### src/rtl/seg_reader.sv
// Reverse decoder for an active-low multiplexed 7-segment bus: synchronizes the pins,
// waits for a stable window, then stores the decoded hex value for the selected digit.
module seg_reader #(
    parameter int NDIGITS       = 2,
    parameter int STABLE_CYCLES = 4,
    localparam int IDX_W        = (NDIGITS > 1) ? $clog2(NDIGITS) : 1
) (
    input  logic                   clk,
    input  logic                   reset_n,
    input  logic [6:0]             seg,
    input  logic [NDIGITS-1:0]     anode,
    output logic [4*NDIGITS-1:0]   digits,
    output logic [NDIGITS-1:0]     valid,
    output logic                   upd,
    output logic                   bad,
    output logic [IDX_W-1:0]       upd_idx
);

    localparam int CNT_W = $clog2(STABLE_CYCLES + 1);
    localparam int SMP_W = NDIGITS + 7;
    localparam logic [CNT_W-1:0] CNT_MAX = CNT_W'(STABLE_CYCLES);

    typedef enum logic {SETTLE, HELD} state_t;

    logic [SMP_W-1:0] sync_p0;
    logic [SMP_W-1:0] sync_p1;
    logic [CNT_W-1:0] cnt;
    logic [CNT_W-1:0] cnt_next;
    state_t           state;
    logic             change;
    logic             capture;
    logic             sel_ok;
    logic [IDX_W-1:0] sel_idx;
    logic [4:0]       dec;

    // Returns {legal, value}; pattern bits are gfedcba, low = lit.
    function automatic logic [4:0] decode(input logic [6:0] p);
        case (p)
            7'b1000000: return 5'h10;
            7'b1111001: return 5'h11;
            7'b0100100: return 5'h12;
            7'b0110000: return 5'h13;
            7'b0011001: return 5'h14;
            7'b0010010: return 5'h15;
            7'b0000010: return 5'h16;
            7'b1111000: return 5'h17;
            7'b0000000: return 5'h18;
            7'b0011000: return 5'h19;
            7'b0001000: return 5'h1A;
            7'b0000011: return 5'h1B;
            7'b1000110: return 5'h1C;
            7'b0100001: return 5'h1D;
            7'b0000110: return 5'h1E;
            7'b0001110: return 5'h1F;
            default:    return 5'h00;
        endcase
    endfunction

    function automatic logic [IDX_W-1:0] low_index(input logic [NDIGITS-1:0] a);
        logic [IDX_W-1:0] r;
        r = '0;
        for (int i = 0; i < NDIGITS; i++) begin
            if (!a[i]) r = IDX_W'(i);
        end
        return r;
    endfunction

    // The incoming stage-1 value is compared against the current sample, so the
    // counter already reflects the sample that stage 2 takes on at this edge.
    always_comb begin
        change = (sync_p0 != sync_p1);
        if (change)
            cnt_next = CNT_W'(1);
        else if (cnt == CNT_MAX)
            cnt_next = cnt;
        else
            cnt_next = cnt + 1'b1;
        capture = (cnt_next == CNT_MAX) && ((state == SETTLE) || change);
        sel_ok  = $onehot(~sync_p0[SMP_W-1:7]);
        sel_idx = low_index(sync_p0[SMP_W-1:7]);
        dec     = decode(sync_p0[6:0]);
    end

    always_ff @(posedge clk or negedge reset_n) begin
        if (!reset_n) begin
            sync_p0 <= '1;
            sync_p1 <= '1;
            cnt     <= '0;
            state   <= SETTLE;
            digits  <= '0;
            valid   <= '0;
            upd     <= 1'b0;
            bad     <= 1'b0;
            upd_idx <= '0;
        end else begin
            sync_p0 <= {anode, seg};
            sync_p1 <= sync_p0;
            cnt     <= cnt_next;
            upd     <= 1'b0;
            bad     <= 1'b0;
            if (capture) begin
                state <= HELD;
                // Blanking or multi-select still consumes the window, silently.
                if (sel_ok) begin
                    upd_idx <= sel_idx;
                    if (dec[4]) begin
                        digits[{sel_idx, 2'b00} +: 4] <= dec[3:0];
                        valid[sel_idx] <= 1'b1;
                        upd            <= 1'b1;
                    end else begin
                        valid[sel_idx] <= 1'b0;
                        bad            <= 1'b1;
                    end
                end
            end else if (change) begin
                state <= SETTLE;
            end
        end
    end

endmodule

### config.mk
export PLATFORM = sky130hd
export DESIGN_NAME = seg_reader
export DESIGN_NICKNAME = d
export VERILOG_FILES = /design/src/rtl/seg_reader.sv
export SDC_FILE = /design/constraint.sdc
export NUM_CORES = 1
export LEC_CHECK = 0
export BUFFER_PORTS_ARGS = -buffer_cell sky130_fd_sc_hd__buf_2
export CORE_MARGIN = 2
export CORE_UTILIZATION = 51
export DETAILED_ROUTE_END_ITERATION = 8
export PLACE_DENSITY = 0.79
export SYNTH_ARGS = -nofsm -noshare
export SYNTH_HDL_FRONTEND = slang
export SYNTH_SLANG_ARGS = --single-unit
### constraint.sdc
create_clock -name clk -period 2.42 [get_ports clk]
set_clock_uncertainty 0.15 [all_clocks]
set_input_delay 0.363 -clock clk [delete_from_list [all_inputs] [get_ports clk]]
set_output_delay 0.363 -clock clk [all_outputs]
set_load 0.1 [all_outputs]
==> results of run 1 <==
-- cells in the mapped netlist (2+ instances only) --
| master | n |
|---|---|
| a22oi_1 | 2 |
| nor4_4 | 2 |
| buf_6 | 3 |
| buf_4 | 2 |
| buf_2 | 6 |
| o21ai_0 | 7 |
| a31oi_1 | 4 |
| mux2i_1 | 2 |
| xnor2_1 | 8 |
| nand2_1 | 9 |
| nor2b_1 | 3 |
| inv_1 | 10 |
| ha_1 | 2 |
| dfrtp_1 | 17 |
| nor2_1 | 9 |
| nand3_1 | 5 |
| a21oi_1 | 4 |
| xor2_1 | 3 |
| nor4b_1 | 2 |
| dfstp_2 | 18 |
| nor3b_1 | 4 |
| o2bb2ai_1 | 2 |
| o211ai_1 | 2 |
| mux2_2 | 6 |
| a2111oi_0 | 2 |
| nor3_1 | 8 |
-- sequential cells by signal, summed over array words and instances (netlist names), named ones only --
name	count
sync_p0	9
sync_p1	9
digits	8
cnt	3
bad	1
state	1
upd	1
upd_idx	1
-- repair_timing --
item | in CTS | in global routing
pin swaps | 2 | 6
endpoints found under the hold margin | 26 | 0
gates resized for setup | 5 | 13
setup buffers | 6 | 5
setup endpoints to repair | 6 | 10
hold buffers | 10 | 0
-- cell type report --
type,count,area [um^2]
inverters,10,37.5
fillers,238,943
clock inverters,3,43.8
flip-flops and latches,35,898
clock buffers,5,37.5
well taps,46,57.6
multi-input cells,111,922
repair buffers,63,475
-- where the power goes --
part	leakage (nW)	switching (mW)	total (mW)	internal [mW]
Combinational	0.628	0.0845	0.169	0.0848
Clock	0.0452	0.199	0.417	0.217
Sequential	0.422	0.0217	0.635	0.613
Total	1.09	0.306	1.22	0.915
-- per-layer routing --
metal | GRT usage | routed length [um] | vias to the layer above
li1 | - | - | 719
met1 | 0.275 | 1890 | 788
met2 | 0.397 | 2230 | 59
met3 | 0.0511 | 217 | 19
met4 | 0.0931 | 160 | 0
met5 | 0 | 0 | -
-- path summary, 6_finish.rpt --
| path | endpoint | startpoint |
|---|---|---|
| hold / removal | sync_p1[6] | sync_p0[6] |
| setup reg to reg | digits[2] | sync_p0[0] |
| hold reg to reg | sync_p1[6] | sync_p0[6] |
| setup / recovery | digits[2] | sync_p0[0] |
| min in group asynchronous | upd_idx | reset_n |
| max in group asynchronous | cnt[2] | reset_n |
-- per-stage QoR --
step / instances / area (um^2)
CTS: 268 / 2380
floorplan: 168 / 1860
finish: 273 / 2470
global placement: 244 / 2110
global route: 273 / 2470
detailed placement: 244 / 2110
-- logic make-up (layout without fill, tap and decap cells) --
kind of cell	Yosys count	in the layout	synth area share
flip-flops	35	35	0.484
adder cells (fa/ha/maj)	2	2	0.0135
multiplexers	8	8	0.0471
XOR/XNOR	12	12	0.0606
buffers and inverters	22	81	0.0653
AO/OA/AOI/OAI	33	33	0.128
AND/OR/NAND/NOR	56	56	0.202
==> reports/metrics.cfg, run 1 <==
[clock_tree]
cts_tree = built
clock_latency_ns = 0.34
cts_max_level = 2
clk_pin_slew_ns = 0.10
cts_buffer_depth = 2
root_buffer = clkbuf_4
cts_made_buffers = 5
clock_sinks = 35

[timing]
worst_pin_slew_ns = 0.747
setup_violations = 5
report.final.slew_viol_count = 0
fmax_mhz = 407
fin_ws_ns = -0.0376
period_share = 1.02
finalCriticalPeriod_ns = 2.46
hold_viol_final = 0
slew_headroom = 0.502
rsz0062_at_grt = true
whs_ns = 0.280
tns_ns = -0.129

[route]
drtIter0Drc = 59
ant_nets = 0
firstDrtPassIters = 4
num_vias = 1585
wire_per_inst_um = 16.5
wl_um = 4500
drc_errors = 0
vias_per_cell = 5.81

[floorplan]
start_util = 0.544
die_x_um = 64.4
io_pins = 24
rows = 21
die_h_um = 64.4
core_area_um2 = 3420
die_area_um2 = 4140

[power]
powerDensity_nw_per_um2 = 494
finalPower_mw = 1.22
vdd_drop_max_v = 0.000385
p_leak_nw = 1.09

[worst_setup_path]
crit_cells = 6
required_ns = 2.50
critPathSlowestCell = dfstp_2
arrival_ns = 2.54
cp.buffers_inverters = 0
critical_path.max_stage_delay_ns = 0.67
end_kind = flop
crit_chain = and3_1 > o211ai_1 > a41oi_2 > nor2_4 > nor4b_4 > mux2_2
r2r_cells = 6
rrSetupSlack_ns = -0.04
startpoint_type = flop
worst-setup-path-type = flop to flop
critPathMaxFanout = 10
critPathTopFamily = flip-flops

[global_routing]
grt_start_max_net_pins = 36
grt_pass1_wl_um = 7220
track_usage = 0.229
grt_pass1_vias = 1551
overflow = 0
antenna_found_initial = 0

[yosys]
syn_nets = 181
synth_top_cells_by_area = dfstp_2 25%, dfrtp_1 23%, xnor2_1 3.8%
yosys.area.top_type = dfstp_2
synth.distinct_cells = 52
postSynth.asyncResetShare = 1.00
synth_seq_area_share = 0.484
synth.top_cell.area_share = 0.255
synth_cells = 168
synthesis.area_um2 = 1860
synth_edf_count = 0
ys.flop_type = dfstp_2
syn_avg_cell_area_um2 = 11.1
ys_ff_latch = 35
yosysWarnings = 0

[flow_run]
drv_cap = 0

[run_status]
violations = negative setup slack
status = finished with violations

[placed_design]
pre_cts_ws_ns = -0.119
port_buffers = 23
dp_hpwl_um = 2860
finalWeightedCongestion = 0.784

[finish]
final_common_cell = buf_4
area_growth_pct = 33.1
num_antenna_cells = 0
layout-drive-gt1-share = 0.471
mostFrequentLayoutCells = 26 x buf_4, 23 x buf_2, 18 x dfstp_2, 17 x dfrtp_1
post-route-util = 0.724
final_nets = 239

[min_path]
hp-class = flop to flop
hold_depth = 0

Power figures use the tool's default switching activity.
==> run 2, diff against run 1 <==
--- a/config.mk
+++ b/config.mk
@@ -7,9 +7,10 @@
 export LEC_CHECK = 0
 export BUFFER_PORTS_ARGS = -buffer_cell sky130_fd_sc_hd__buf_2
 export CORE_MARGIN = 2
-export CORE_UTILIZATION = 51
+export CORE_UTILIZATION = 45
 export DETAILED_ROUTE_END_ITERATION = 8
-export PLACE_DENSITY = 0.79
+export PLACE_DENSITY = 0.71
+export RECOVER_POWER = 25
 export SYNTH_ARGS = -nofsm -noshare
 export SYNTH_HDL_FRONTEND = slang
 export SYNTH_SLANG_ARGS = --single-unit
==> reports/metrics.cfg, run 2 (synthesized netlist as in run 1, its figures left out) <==
[run_status]
status = finished with violations  ; unchanged
violations = negative setup slack  ; unchanged

[worst_setup_path]
worstReg2RegEnd = digits[0]  ; was digits[2]
crit_end = digits[0]  ; was digits[2]
critPathMaxFanout = 5  ; was 10
r2r_cells = 9  ; was 6
arrival_ns = 2.47  ; was 2.54 ns
end_kind = flop  ; unchanged
worst-setup-path-type = flop to flop  ; unchanged
startpoint = sync_p0[5]  ; was sync_p0[0]
rrSetupSlack_ns = -0.03  ; was -0.04 ns
required_ns = 2.45  ; was 2.50 ns
startpoint_type = flop  ; unchanged
r2r_start = sync_p0[5]  ; was sync_p0[0]

[power]
vdd_drop_max_v = 0.000456  ; was 0.000385 V
powerDensity_nw_per_um2 = 485  ; was 494 nW/um^2
p_leak_nw = 1.09  ; about the same
finalPower_mw = 1.20  ; was 1.22 mW

[placed_design]
port_buffers = 23  ; unchanged
dp_hpwl_um = 2820  ; was 2860 um
pre_cts_ws_ns = -0.0849  ; was -0.119 ns
finalWeightedCongestion = 0.844  ; was 0.784
place_area_um2 = 2060  ; was 2110 um^2

[global_routing]
grt_pass1_vias = 1405  ; was 1551
gr-usage-met1 = 0.238  ; was 0.275
use_met3 = 0.0461  ; was 0.0511
grt_start_max_net_pins = 36  ; unchanged
overflow = 0  ; unchanged
grt_pass1_wl_um = 6450  ; was 7220 um
antenna_found_initial = 0  ; unchanged
track_usage = 0.189  ; was 0.229
grt-busiest-layer = met2  ; unchanged
use_met2 = 0.306  ; was 0.397

[finish]
final_common_cell = buf_4  ; unchanged
design_area_um2 = 2460  ; was 2470 um^2
final_nets = 240  ; was 239
num_antenna_cells = 0  ; unchanged
mostFrequentLayoutCells = 36 x buf_4, 23 x buf_2, 18 x dfstp_2, 17 x dfrtp_1, 10 x inv_1  ; was 26 x buf_4, 23 x buf_2, 18 x dfstp_2, 17 x dfrtp_1
fillers = 291  ; was 238
reg.largest.list = sync_p0 x9, sync_p1 x9, digits x8  ; unchanged
area_growth_pct = 32.5  ; was 33.1%
layout-drive-gt1-share = 0.535  ; was 0.471

[timing]
tns_ns = -0.0797  ; was -0.129 ns
slew_headroom = 0.514  ; was 0.502
period_share = 1.01  ; was 1.02
fin_ws_ns = -0.0260  ; was -0.0376 ns
finalCriticalPeriod_ns = 2.45  ; was 2.46 ns
rsz0062_at_grt = true  ; unchanged
report.final.slew_viol_count = 0  ; unchanged
hold_viol_final = 0  ; unchanged
setup_violations = 4  ; was 5
whs_ns = 0.0205  ; was 0.280 ns
fmax_mhz = 409  ; was 407 MHz
worst_pin_slew_ns = 0.729  ; was 0.747 ns

[floorplan]
rows = 23  ; was 21
io_pins = 24  ; unchanged
start_util = 0.464  ; was 0.544
die_x_um = 68.3  ; was 64.4 um
core_area_um2 = 4000  ; was 3420 um^2
die_area_um2 = 4660  ; was 4140 um^2
die_h_um = 68.3  ; was 64.4 um

[clock_tree]
cts_made_buffers = 5  ; unchanged
clock_latency_ns = 0.29  ; was 0.34 ns
cts_max_level = 2  ; unchanged
cts_buffer_depth = 2  ; unchanged
clock_sinks = 35  ; unchanged
root_buffer = clkbuf_8  ; was clkbuf_4
cts_tree = built  ; unchanged
clk_pin_slew_ns = 0.07  ; was 0.10 ns

[route]
drtIter0Drc = 46  ; was 59
wire_per_inst_um = 15.8  ; was 16.5 um
drc_errors = 0  ; unchanged
num_vias = 1498  ; was 1585
ant_nets = 0  ; unchanged
firstDrtPassIters = 4  ; unchanged
vias_per_cell = 5.39  ; was 5.81
wl_um = 4380  ; was 4500 um

[min_path]
hp-class = input pin to flop  ; was flop to flop
hold_depth = 1  ; was 0

[flow_run]
drv_cap = 0  ; unchanged

-- run 2: power breakdown --
part	switching, mW	leakage, nW	total [mW]	internal, mW
Sequential	0.0189	0.422	0.632	0.614
Clock	0.199	0.0412	0.400	0.201
Combinational	0.0837	0.623	0.163	0.0790
-- run 2: metal layers --
| metal | wire length (um) | vias up |
|---|---|---|
| li1 | - | 726 |
| met1 | 1910 | 726 |
| met2 | 2200 | 39 |
| met3 | 194 | 7 |
| met4 | 70 | 0 |
| met5 | 0 | - |
-- run 2: repair_timing --
action / CTS / global route
setup endpoints to repair: 6 / 11
buffers inserted: 10 / 15
pin swaps: 3 / 7
hold endpoints to repair: 2 / 0
hold buffers: 1 / 0
resized for setup: 6 / 23
-- run 2: worst min path at each step --
stage,slack [ns],from,to
after global routing,0.01,anode[0],sync_p0[7]
after global placement,0.23,sync_p0[2],sync_p1[2]
final,0.02,anode[0],sync_p0[7]
after CTS,0.009,anode[0],sync_p0[7]
after detailed placement,0.23,sync_p0[2],sync_p1[2]
after floorplan,-0.08,reset_n,async pin
-- run 2: worst max-delay path, stage by stage (launching register included) --
cell and delay [ns]:
dfstp_2 0.39, buf_4 0.15, buf_4 0.14, nor3_1 0.25, o21ai_2 0.13, a41oi_2 0.29
nor2_4 0.11, nor4b_4 0.26, buf_4 0.19, mux2_4 0.30
-- run 2: cell type report --
class / count / area, um^2 / area share
timing repair buffer: 64 / 434 / 0.176
clock inverter: 2 / 12.5 / 0.00508
multi-input combinational: 111 / 945 / 0.384
clock buffer: 6 / 72.6 / 0.0295
sequential: 35 / 898 / 0.365
tap: 50 / 62.6 / 0.0254
inverter: 10 / 37.5 / 0.0152
-- run 2: stage by stage --
step                cells  utilization
global placement      244        0.516
floorplan             168            -
finish                278        0.616
global route          278        0.616
CTS                   263        0.564
detailed placement    244        0.516
